==> src/rtl/sar_adc_ctrl.sv <==
// -----------------------------------------------------------------------------
// sar_adc_ctrl
//   Successive-approximation ADC controller that sits behind a sample-and-hold.
//   It generates the sampler clock (0 = track, 1 = hold), runs an N_BIT binary
//   search against an ideal internal DAC, MSB first, one bit per clock, and
//   presents the final code together with a one-cycle valid strobe.
//
//   The held analog level arrives as a signed fixed-point voltage in
//   microvolts, so the DAC references and comparator offset are also given in
//   microvolts. The comparison is made exactly in integers by scaling both
//   sides by 2^N_BIT, which avoids carrying a fractional LSB.
//
// Parameters
//   N_BIT       resolution in bits (2..16)
//   N_TRACK     clk cycles spent tracking before hold (>= 1)
//   VREF_LO_UV  DAC bottom reference [uV]
//   VREF_HI_UV  DAC top reference [uV]
//   VOS_UV      comparator input-referred offset [uV], added to the DAC level
//
// Ports
//   clk    conversion clock, all state changes on the rising edge
//   rst    synchronous active-high reset
//   vin    held voltage from the sample-and-hold, signed, [uV]
//   en     conversion enable, sampled on the rising edge
//   sclk   sample clock to the sample-and-hold (0 = track, 1 = hold)
//   dout   last completed conversion code, unsigned
//   valid  one-cycle strobe, dout is new
//   busy   high while tracking or converting
// -----------------------------------------------------------------------------
module sar_adc_ctrl #(
    parameter int N_BIT      = 8,
    parameter int N_TRACK    = 2,
    parameter int VREF_LO_UV = 0,
    parameter int VREF_HI_UV = 1000000,
    parameter int VOS_UV     = 0
) (
    input  logic                    clk,
    input  logic                    rst,
    input  logic signed [31:0]      vin,
    input  logic                    en,
    output logic                    sclk,
    output logic [N_BIT-1:0]        dout,
    output logic                    valid,
    output logic                    busy
);

    localparam int CW = (N_TRACK > 1) ? $clog2(N_TRACK) : 1;
    localparam int IW = $clog2(N_BIT);
    localparam logic signed [63:0] SPAN = 64'(VREF_HI_UV) - 64'(VREF_LO_UV);

    typedef enum logic [1:0] {IDLE, TRACK, CONVERT, DONE} state_t;

    state_t            state, state_nx;
    logic [CW-1:0]     tcnt;
    logic [N_BIT-1:0]  trial;
    logic [IW-1:0]     idx;

    // Comparator: v >= LO + trial*SPAN/2^N + VOS, both sides scaled by 2^N.
    logic signed [63:0] vin_ext;
    logic signed [63:0] vdiff_sc;
    logic signed [63:0] dac_sc;
    logic               keep;
    logic [N_BIT-1:0]   cur_bit;
    logic [N_BIT-1:0]   nxt_bit;
    logic [N_BIT-1:0]   trial_dec;

    assign vin_ext  = {{32{vin[31]}}, vin};
    assign vdiff_sc = (vin_ext - 64'(VREF_LO_UV) - 64'(VOS_UV)) <<< N_BIT;
    assign dac_sc   = $signed({{(64-N_BIT){1'b0}}, trial}) * SPAN;
    assign keep     = (vdiff_sc >= dac_sc);   // equality resolves to 1

    // Only bits of the trial word are ever set, so the code cannot wrap.
    // On the LSB decision nxt_bit shifts out to zero.
    assign cur_bit   = N_BIT'(1) << idx;
    assign nxt_bit   = cur_bit >> 1;
    assign trial_dec = (keep ? trial : (trial & ~cur_bit)) | nxt_bit;

    // State register
    always_ff @(posedge clk) begin
        if (rst) state <= IDLE;
        else     state <= state_nx;
    end

    // Next-state logic; en is ignored while tracking or converting
    always_comb begin
        state_nx = state;
        case (state)
            IDLE:    if (en) state_nx = TRACK;
            TRACK:   if (tcnt == CW'(N_TRACK-1)) state_nx = CONVERT;
            CONVERT: if (idx == '0) state_nx = DONE;
            DONE:    state_nx = en ? TRACK : IDLE;
            default: state_nx = IDLE;
        endcase
    end

    // Datapath registers: track counter, trial word, bit index, result
    always_ff @(posedge clk) begin
        if (rst) begin
            tcnt  <= '0;
            trial <= '0;
            idx   <= IW'(N_BIT-1);
            dout  <= '0;
        end else begin
            case (state)
                IDLE, DONE: tcnt <= '0;
                TRACK: begin
                    tcnt <= tcnt + CW'(1);
                    if (tcnt == CW'(N_TRACK-1)) begin
                        trial <= N_BIT'(1) << (N_BIT-1);
                        idx   <= IW'(N_BIT-1);
                    end
                end
                CONVERT: begin
                    trial <= trial_dec;
                    if (idx == '0) dout <= trial_dec;
                    else           idx  <= idx - IW'(1);
                end
                default: ;
            endcase
        end
    end

    // Outputs are pure functions of the state
    always_comb begin
        sclk  = 1'b0;
        busy  = 1'b0;
        valid = 1'b0;
        case (state)
            TRACK:   busy  = 1'b1;
            CONVERT: begin
                sclk = 1'b1;
                busy = 1'b1;
            end
            DONE:    valid = 1'b1;
            default: ;
        endcase
    end

endmodule
==> config.mk <==
export PLATFORM = sky130hd
export DESIGN_NAME = sar_adc_ctrl
export DESIGN_NICKNAME = d
export VERILOG_FILES = /design/src/rtl/sar_adc_ctrl.sv
export SDC_FILE = /design/constraint.sdc
export NUM_CORES = 1
export LEC_CHECK = 0
export CAP_MARGIN = 40
export CORE_UTILIZATION = 57
export DETAILED_ROUTE_END_ITERATION = 10
export PLACE_DENSITY = 0.87
export SLEW_MARGIN = 20
export SYNTH_ARGS = -nofsm -noshare
export SYNTH_HDL_FRONTEND = slang
export SYNTH_SLANG_ARGS = --single-unit
==> constraint.sdc <==
create_clock -name clk -period 7.4 [get_ports clk]
set_input_delay 0.74 -clock clk [delete_from_list [all_inputs] [get_ports clk]]
set_output_delay 0.74 -clock clk [all_outputs]
set_load 0.005 [all_outputs]
Word level (Yosys, flattened, before mapping)
Cells that the tools add are included.

Flip-flop bits (word level): 22. Output and inout port bits: 11.

$add $sub $neg: 2. Multipliers: 1. Order comparisons: 1. Equal/unequal tests: 7. Shift operators: 1. Mux-type cells: 15. Bitwise operators: 3. Reduce and logical (&&, ||, !) cells: 10.

Operator list (number): $ge 40x29->1 (1); $mul 8x14->22 const B (1); $mux 8 (2); $pmux 8 s2 (1); $and 8x8->8 (1); $ne 2x2->1 const B (4); $not 8->8 (1); $or 8x7->8 (1); $pmux 2 s4 (1); $shl 1x3->8 const A (1); $mux 2 (3); $mux 3 (2); $pmux 3 s2 (1); $reduce_and 3->1 (2); $eq 2x2->1 const B (2); $mux 1 (4); $reduce_and 2->1 (2); $reduce_bool 2->1 (2); $reduce_or 2->1 (2); $logic_not 3->1 (1); $sub 3x1->3 const B (1); $eq 2x1->1 const B (1); $logic_not 2->1 (1); $pmux 1 s2 (1); $add 1x1->1 const B (1).

Depth between registers and ports, before layout
Depth after elaboration: 6. Depth in mapped cells: 22.

Worst setup path before layout
Ideal clock, no wire load.

Path type: register to register. From: register trial[4]. To: register trial[1]. Setup time: 0.128 ns. Arrival: 5.138 ns. Required time: 7.272 ns. Setup slack: 2.134 ns. Stages on the path, launching flop included: 18. Cell sequence: dfxtp_1 > fa_1 > ha_1 > fa_1 > fa_1 > ha_1 > a21o_1 > a21o_1 > a211oi_1 > o2111ai_1 > a21oi_1 > xnor2_1 > ha_1 > a2111oi_4 > a41oi_2 > or3b_1 > o21ai_1 > a211oi_1.

Longest elaborated chain between the ends: 5.

Ends and longest elaborated chain: from (decl) (RTL line 55) `logic [N_BIT-1:0] trial;`; from (signal assigned) (RTL line 109) `trial <= N_BIT'(1) << (N_BIT-1);`; from (signal assigned) (RTL line 114) `trial <= trial_dec;`; $mul 8x14->22 (RTL line 69) `assign dac_sc = $signed({{(64-N_BIT){1'b0}}, trial}) * SPAN;`; $ge 40x29->1 (RTL line 70) `assign keep = (vdiff_sc >= dac_sc);`; $mux 8 (RTL line 76) `assign trial_dec = (keep ? trial : (trial & ~cur_bit)) | nxt_bit;`; $or 8x7->8 (RTL line 76); $pmux 8 s2 (RTL line 104) `case (state)`.

Every way passes these cells. A chain may end at the register's enable or synchronous reset.

Worst setup path after layout
From: register trial[4]. To: register trial[2].

The elaborated chain is that of the path after synthesis.

==> results.sh <==
export IMPL_cts_made_buffers=3
export IMPL_pin_count=46
export IMPL_rsz0062_at_grt="false"
export IMPL_antenna_left=0
export IMPL_avgSynthCellArea_um2=8.84
export IMPL_skew_ns=0.00994
export IMPL_max_freq_mhz=173
export IMPL_slew_viol_final=0
export IMPL_ys_seq_area_frac=0.133
export IMPL_vias_per_cell=5.80
export IMPL_yosys_warnings=0
export IMPL_synth_most_common_cell="ha_1"
export IMPL_arrival_ns=5.89
export IMPL_route_detailed_drc=0
export IMPL_worstSkewPairLatency_ns=0.27
export IMPL_r2r_start="trial[4]"
export IMPL_dieHeight_um=78.3
export IMPL_startpoint="trial[4]"
export IMPL_power_mw=0.654
export IMPL_antenna_found_initial=0
export IMPL_hold_violations=0
export IMPL_postCtsHoldBufs=0
export IMPL_setup_violations=0
export IMPL_dp_hpwl_mm=5.90
export IMPL_ff2ff_path_depth=19
export IMPL_max_cap_viol_count=0
export IMPL_vias=2842
export IMPL_r2r_end="trial[2]"
export IMPL_nFillCells=453
export IMPL_grt_pass1_wl_mm=12.5
export IMPL_cts_root_buf="clkbuf_8"
export IMPL_synth_common_cells="ha_1 (87), inv_1 (46), a21oi_1 (32)"
export IMPL_hold_class="reg2reg"
export IMPL_start_kind="flip-flop"
export IMPL_synth_top_area_cell="ha_1"
export IMPL_period_share=0.781
export IMPL_core_um2=5540
export IMPL_setup_tns_ns=0
export IMPL_htree_levels=1
export IMPL_status="finished clean"
export IMPL_io_buffers=45
export IMPL_critPathCapture="trial[2]"
export IMPL_cts_sinks=22
export IMPL_hold_path_depth=2
export IMPL_ir_drop_uv=197
export IMPL_endpoint_kind="flip-flop"
export IMPL_postSynthCellCount=375
export IMPL_hp_start="dout[2]"
export IMPL_initial_utilization=0.598
export IMPL_synth_distinct_cells=52
export IMPL_synth_edf_count=0
export IMPL_rows=27
export IMPL_synth_nets=514
export IMPL_r2r_slack_ns=1.62
export IMPL_ys_async_sr_fraction=0
export IMPL_drt_iter0_markers=98
export IMPL_first_pass_iters=4
export IMPL_syn2layout_area_growth_pct=17.5
export IMPL_power_density_nw_per_um2=168
export IMPL_worstPathMaxFanout=8
export IMPL_finalCriticalPeriod_ns=5.78
export IMPL_yosys_top_cells_area="ha_1 (33%), dfxtp_1 (13%), fa_1 (10%), inv_1 (5.2%), a21oi_1 (4.8%)"
export IMPL_diodes=0
export IMPL_cts_tree="built"
export IMPL_cts_buffer_depth=2
export IMPL_grt_pass1_vias=2869
export IMPL_grt_util_all_layers=0.251
export IMPL_fin_nets=558
export IMPL_die_area_um2=6130
export IMPL_ys_dominant_reg_cell="dfxtp_1"
export IMPL_crit_type="reg2reg"
export IMPL_grt_max_degree=25
export IMPL_postCtsSetupBuffers=0
export IMPL_synth_top_area_share=0.328
export IMPL_syn_area_um2=3320
export IMPL_place_congestion=0.891
export IMPL_power_static_leakage_nw=1.88
export IMPL_dieWidth_um=78.3
export IMPL_final_layout_size_suffix_gt1_frac=0.0311
export IMPL_worstMarginPinSlew_ns=0.822
export IMPL_overflow=0
export IMPL_wl_per_cell_um=14.8
export IMPL_cts_resized=0
export IMPL_hold_ws_ns=0.453
export IMPL_ys_seq_elements=22
export IMPL_cp_required_ns=7.52
export IMPL_clkTransAtPathRegs_ns=0.09
export IMPL_wirelength_mm=7.26
export IMPL_max_slew_margin=0.450
==> how the worst min path moves through the flow <==
stage / end
floorplan: dout[1]
global placement: dout[1]
detailed placement: dout[2]
CTS: dout[2]
global route: dout[4]
finish: dout[2]
==> stage by stage <==
| stage | area (um2) | util | cells | worst slack [ns] |
|---|---|---|---|---|
| detailed placement | 3820 | 0.690 | 486 | 1.67 |
| CTS | 3890 | 0.703 | 490 | 1.64 |
| global placement | 3820 | 0.690 | 486 | 1.81 |
| floorplan | 3320 | - | 375 | 2.13 |
| finish | 3890 | 0.703 | 490 | 1.62 |
| global route | 3890 | 0.703 | 490 | 1.16 |
==> worst max-delay path, stage by stage (launching register included) <==
cell and delay (ns):
dfxtp_1 0.56, fa_1 0.51, ha_1 0.30, inv_1 0.05
fa_1 0.50, fa_1 0.54, inv_1 0.04, ha_1 0.35
nand3_1 0.13, a21oi_1 0.06, a211oi_1 0.42, o2111ai_1 0.18
a21oi_1 0.22, xnor2_1 0.16, ha_1 0.32, a2111oi_4 0.40
a41oi_2 0.26, or3b_1 0.42, o21ai_1 0.13, a211oi_1 0.08
==> sequential cells by signal (all words and copies together) (netlist names) <==
register / count
state: 2
trial: 8
idx: 3
dout: 8
tcnt: 1
==> per-layer routing <==
layer | GRT usage | vias to the layer above | wire length [um]
met1 | 0.293 | 1344 | 3110
met2 | 0.487 | 62 | 3760
met5 | 0 | - | 0
met3 | 0.0209 | 9 | 307
met4 | 0.0611 | 0 | 77
li1 | - | 1427 | -
==> cell usage in the layout, fill, tap and decap left out, drive strengths merged, types with 2 or more instances in the layout <==
cell type	count
clkdlybuf4s50	45
inv	46
a21o	7
xor2	9
o211ai	3
ha	87
or4	2
nor3	4
a211oi	11
nand3b	2
xnor2	8
o21ai	16
nor2	12
mux2i	2
and3	3
a31oi	4
clkbuf	3
nand2b	6
and2b	2
or3b	2
a21oi	32
fa	17
a32oi	3
o2111ai	2
nand3	8
nand4	4
o31ai	2
a41oi	2
dfxtp	22
and2	5
nand2	30
nor2b	3
==> area by class of cell <==
type | instances | area, um2 | share of cell area
well taps | 72 | 90.1 | 0.0231
inverters | 46 | 173 | 0.0443
repair buffers | 45 | 450 | 0.116
clock inverters | 1 | 30.0 | 0.00771
multi-input cells | 301 | 2670 | 0.686
clock buffers | 3 | 41.3 | 0.0106
flip-flops and latches | 22 | 440 | 0.113
==> cell families (layout without fill, tap and decap cells) <==
kind of cell	Yosys count	after routing	share of synthesized area
mux	3	3	0.00943
flops	22	22	0.133
simple gates	86	86	0.136
compound gates	91	91	0.184
fa+ha+maj	104	104	0.431
buf+inv	52	95	0.0619
xor+xnor	17	17	0.0449
==> where the power goes <==
group	internal, mW	switching [mW]	total [mW]
Clock	0.0724	0.0431	0.116
Combinational	0.172	0.213	0.385
Sequential	0.130	0.0244	0.154
Total	0.374	0.280	0.654
Note: power is estimated with default switching activity, not from simulation.
